File: config.mk
export PLATFORM = sky130hd
export DESIGN_NAME = mul_digit_sequencer
export DESIGN_NICKNAME = d
export VERILOG_FILES = /design/src/rtl/mul_pkg.sv /design/src/rtl/mul_digit_sequencer.sv
export SDC_FILE = /design/constraint.sdc
export NUM_CORES = 1
export LEC_CHECK = 0
export CELL_PAD_IN_SITES_DETAIL_PLACEMENT = 0
export CELL_PAD_IN_SITES_GLOBAL_PLACEMENT = 1
export CORE_MARGIN = 8
export CORE_UTILIZATION = 42
export DETAILED_ROUTE_END_ITERATION = 12
export PLACE_DENSITY = 0.89
export SLEW_MARGIN = 5
export SYNTH_ARGS = -nofsm -noshare
export SYNTH_HDL_FRONTEND = slang
export SYNTH_SLANG_ARGS = --single-unit
File: constraint.sdc
create_clock -name clk -period 4.2 [get_ports clk]
set_clock_uncertainty 0.1 [all_clocks]
set_input_delay 0.84 -clock clk [delete_from_list [all_inputs] [get_ports clk]]
set_output_delay 0.84 -clock clk [all_outputs]
set_load 0.05 [all_outputs]
File: src/rtl/mul_pkg.sv
// Shared types and constants for the signed-digit multiplier front end.
// Digits are {plus,minus} pairs packed NUM_BITS per RAM word.
package mul_pkg;

   typedef enum logic [1:0] {
      IDLE,
      LOAD,
      PAD,
      FIN
   } state_t;

   localparam logic [1:0] DIG_ZERO = 2'b00;
   localparam logic [1:0] DIG_POS  = 2'b10;
   localparam logic [1:0] DIG_NEG  = 2'b01;

   localparam int NUM_BITS = 4;
   localparam int CNT_W    = 9;
   localparam int ADDR_W   = 7;

   function automatic logic [1:0] clean_digit(input logic [1:0] d);
      return (d == 2'b11) ? DIG_ZERO : d;
   endfunction

endpackage

File: src/rtl/mul_digit_sequencer.sv
// Accepts a session of digit pairs and streams them, one write per
// cycle, to the RAM packing stage; pads the final word with zeros.
module mul_digit_sequencer
   import mul_pkg::*;
#(
   parameter int NUM_BITS = 4
) (
   input  logic              clk,
   input  logic              rst_n,
   input  logic              start,
   input  logic [CNT_W-1:0]  last_idx,
   input  logic              in_valid,
   output logic              in_ready,
   input  logic [1:0]        x_digit,
   input  logic [1:0]        y_digit,
   output logic [1:0]        x_input,
   output logic [1:0]        y_input,
   output logic [CNT_W-1:0]  cnt,
   output logic [ADDR_W-1:0] computation_cycles,
   output logic              we,
   output logic              write_enable,
   output logic              busy,
   output logic              done,
   output logic              illegal_digit
);

   localparam logic [1:0] SLOT_LAST = 2'(NUM_BITS - 1);

   state_t           state, state_n;
   logic [CNT_W-1:0] last_q, last_n;
   logic [CNT_W-1:0] idx_q, idx_n;
   logic [CNT_W-1:0] cnt_n;
   logic [1:0]       x_n, y_n;
   logic             we_n, busy_n, done_n, ill_n;
   logic             fire;

   assign in_ready           = (state == LOAD);
   assign fire               = in_valid && in_ready;
   assign computation_cycles = cnt[CNT_W-1:2];

   always_comb begin
      state_n = state;
      last_n  = last_q;
      idx_n   = idx_q;
      cnt_n   = cnt;
      x_n     = x_input;
      y_n     = y_input;
      we_n    = 1'b0;
      busy_n  = busy;
      done_n  = 1'b0;
      ill_n   = illegal_digit;
      unique case (state)
         IDLE: begin
            if (start) begin
               last_n  = last_idx;
               idx_n   = '0;
               ill_n   = 1'b0;
               busy_n  = 1'b1;
               state_n = LOAD;
            end
         end
         LOAD: begin
            if (fire) begin
               x_n   = clean_digit(x_digit);
               y_n   = clean_digit(y_digit);
               cnt_n = idx_q;
               idx_n = idx_q + 1'b1;
               we_n  = 1'b1;
               if (x_digit == 2'b11 || y_digit == 2'b11)
                  ill_n = 1'b1;
               // idx_q may wrap after 511, but LOAD is left first
               if (idx_q == last_q)
                  state_n = (last_q[1:0] == SLOT_LAST) ? FIN : PAD;
            end
         end
         PAD: begin
            x_n   = DIG_ZERO;
            y_n   = DIG_ZERO;
            cnt_n = cnt + 1'b1;
            we_n  = 1'b1;
            if (cnt_n[1:0] == SLOT_LAST)
               state_n = FIN;
         end
         FIN: begin
            busy_n  = 1'b0;
            done_n  = 1'b1;
            state_n = IDLE;
         end
         default: state_n = IDLE;
      endcase
   end

   always_ff @(posedge clk or negedge rst_n) begin
      if (!rst_n) begin
         state         <= IDLE;
         last_q        <= '0;
         idx_q         <= '0;
         cnt           <= '0;
         x_input       <= DIG_ZERO;
         y_input       <= DIG_ZERO;
         we            <= 1'b0;
         write_enable  <= 1'b0;
         busy          <= 1'b0;
         done          <= 1'b0;
         illegal_digit <= 1'b0;
      end else begin
         state         <= state_n;
         last_q        <= last_n;
         idx_q         <= idx_n;
         cnt           <= cnt_n;
         x_input       <= x_n;
         y_input       <= y_n;
         we            <= we_n;
         write_enable  <= busy_n;
         busy          <= busy_n;
         done          <= done_n;
         illegal_digit <= ill_n;
      end
   end

endmodule

==> results.cfg <==
[timing]
min_period_ns = 3.08
hold_ws_ns = 0.405
rsz0062_at_grt = false
setup_ws_ns = 1.12
final_hold_viol_count = 0
setup-violations-final = 0
tightest_slew_ns = 0.894
tns_ns = 0
max_slew_margin = 0.404
final-max-slew-violation-count = 0
fmax_mhz = 325
period_share = 0.734

[finish]
n_antenna_cell = 0
regArea_um2 = 926
layout_common_cells = 42 x clkdlybuf4s50_1, 37 x dfrtp_1, 24 x a21oi_1
final_common_cell = clkdlybuf4s50_1
drive_gt1_frac = 0.0772
area_delta_synth_final_pct = 24.6
finish.net_count = 284
stdcell_count = 326
multi_input_area_um2 = 1040
n_fill_cell = 452
fin_util = 0.548

[detailed_routing]
vias = 1651
drt_pass1_iterations = 4
wl_um = 4670
drtIter0Drc = 56
via_per_inst = 5.06
wl_per_cell_um = 14.3
drc = 0
route.met2.wl_um = 2230
highest_layer = met4
dr_wl_met3_um = 167
ant_nets = 0
m1WireLength_um = 2210

[synthesis]
yosys_register_bits = 37
syn_area_per_cell_um2 = 9.43
async_flop_share = 1.00
synth_area_um2 = 2090
synth_ff_type = dfrtp_1
yosysSeqAreaShare = 0.442
synth_nets = 247
yosys_warnings = 0
synth-edff-count = 0
syn_inst = 222
synth.distinct_cells = 32

[clock_network]
hold_buffers = 0
cts_buffers = 5
path_clk_slew_ns = 0.07
clock_latency_ns = 0.29
cts-resized-gates = 0
clk_path_buf_depth = 2
cts_tree = built
cts_root_buffer = clkbuf_8
post_cts_buffers = 0
cts_htree_levels = 2
cts.sinks = 37

[power_and_ir_drop]
power_frac_seq = 0.296
switchingPower_mw = 1.06
irDropWorstVdd_mv = 0.391
p_int_mw = 1.09
p_leak_nw = 1.13
powerDensity_nw_per_um2 = 824
swShare = 0.494
combPwrFrac = 0.587
pwr-share-clk = 0.117

[placed_design]
placed_cells = 319
dp_hpwl_um = 3490
pre_cts_ws_ns = 1.42
port_buffers = 42
place.gp.congestion = 0.803

[worst_setup_path]
crit_path_max_incr_delay_ns = 0.89
reg2reg_from = state[0]$_DFFE_PN0P_
regToRegSetupSlack_ns = 1.54
cp.required_ns = 3.26
cp.depth = 3
cp_cell_sequence = inv_1 -> ha_1 -> clkdlybuf4s50_1
end_kind = primary output
startpoint_type = flop
startpoint = state[1]$_DFFE_PN0P_
critPathArrivalTime_ns = 2.14
r2r-end = cnt[8]$_DFFE_PN0P_
path_delay_family = buffers and inverters
cp_slowest_cell = clkdlybuf4s50_1
rr_worst_depth = 6
path_buf_inv = 2
path_max_fanout = 12
crit_type = reg2out

[global_routing]
grt_usage = 0.134
grt_pass1_wl_um = 8010
gr-total-overflow = 0
antenna_found_initial = 0
grt_pass1_vias = 1653
grt_max_degree = 38

[min_path]
min-delay-start = x_input[0]$_DFFE_PN0P_
hp-class = reg2reg
hold_depth = 2
hold_end = x_input[0]$_DFFE_PN0P_

[floorplan]
dieArea_um2 = 7500
coreArea_um2 = 4750
start_util = 0.440
ios = 43
die_h_um = 86.6
die_w_um = 86.6
core.rowCount = 25

[flow_run]
drv_cap = 0

[outcome]
status = complete, no violations
through the flow:
step / cell area [um^2] / power, mW
floorplan: 2090 / 1.58
global route: 2610 / 2.31
finish: 2610 / 2.15
global placement: 2520 / 1.88
CTS: 2610 / 2.17
detailed placement: 2520 / 1.91
worst min-delay path, stage by stage, from the launching register on:
cell and delay (ns):
dfrtp_1 0.36, nand2_1 0.05, o21ai_0 0.06
how the worst max path moves through the flow:
stage	endpoint	slack [ns]
after floorplan	cnt[7]$_DFFE_PN0P_	1.92
after global placement	in_ready	1.47
after detailed placement	in_ready	1.42
after CTS	in_ready	1.09
after global routing	in_ready	1.02
final	in_ready	1.12
kinds of logic after synthesis:
| family | synth area share |
|---|---|
| XOR/XNOR | 0.0586 |
| multiplexers | 0.0783 |
| adder cells (fa/ha/maj) | 0.0478 |
| flip-flops | 0.442 |
| AND/OR/NAND/NOR | 0.173 |
| buffers and inverters | 0.0616 |
| AO/OA/AOI/OAI | 0.139 |
routing by layer:
layer / global-route usage / vias up
met1: 0.175 / 779
met5: 0 / -
met4: 0.0516 / 0
met2: 0.210 / 30
li1: - / 835
met3: 0.0293 / 7
power by group through the flow:
stage / clock network [mW] / registers (mW) / logic, mW
global placement: 0 / 0.637 / 1.25
global route: 0.273 / 0.662 / 1.37
finish: 0.251 / 0.636 / 1.26
floorplan: 0 / 0.852 / 0.726
CTS: 0.259 / 0.639 / 1.28
detailed placement: 0 / 0.646 / 1.27
sequential cells by signal, summed over array words and instances, names as in the netlist:
register,count
x_input,2
done,1
busy,1
cnt,9
idx_q,9
state,2
last_q,9
illegal_digit,1
we,1
y_input,2
final cells by class:
type / instances / area share
Inverter: 12 / 0.0173
Tap cell: 67 / 0.0321
Sequential cell: 37 / 0.355
Timing Repair Buffer: 43 / 0.164
Clock buffer: 7 / 0.0331
Multi-Input combinational cell: 160 / 0.398
synthesized netlist by cell type, drive strengths merged, types with 2 or more instances:
library cell	n	area (um^2)
clkbuf	4	16.3
dfrtp	37	926
xor2	11	96.3
mux2i	4	40.0
ha	8	100
o2bb2a	2	20.0
nor2	14	52.6
and3	4	25.0
o21ai	16	80.1
nand2b	4	25.0
or3	3	18.8
o22ai	5	31.3
a21oi	24	120
mux2	11	124
nor3	7	35.0
buf	9	67.6
nand2	21	78.8
inv	12	45.0
nand3	12	60.1
xnor2	3	26.3
Note: power is estimated with default switching activity, not from simulation.
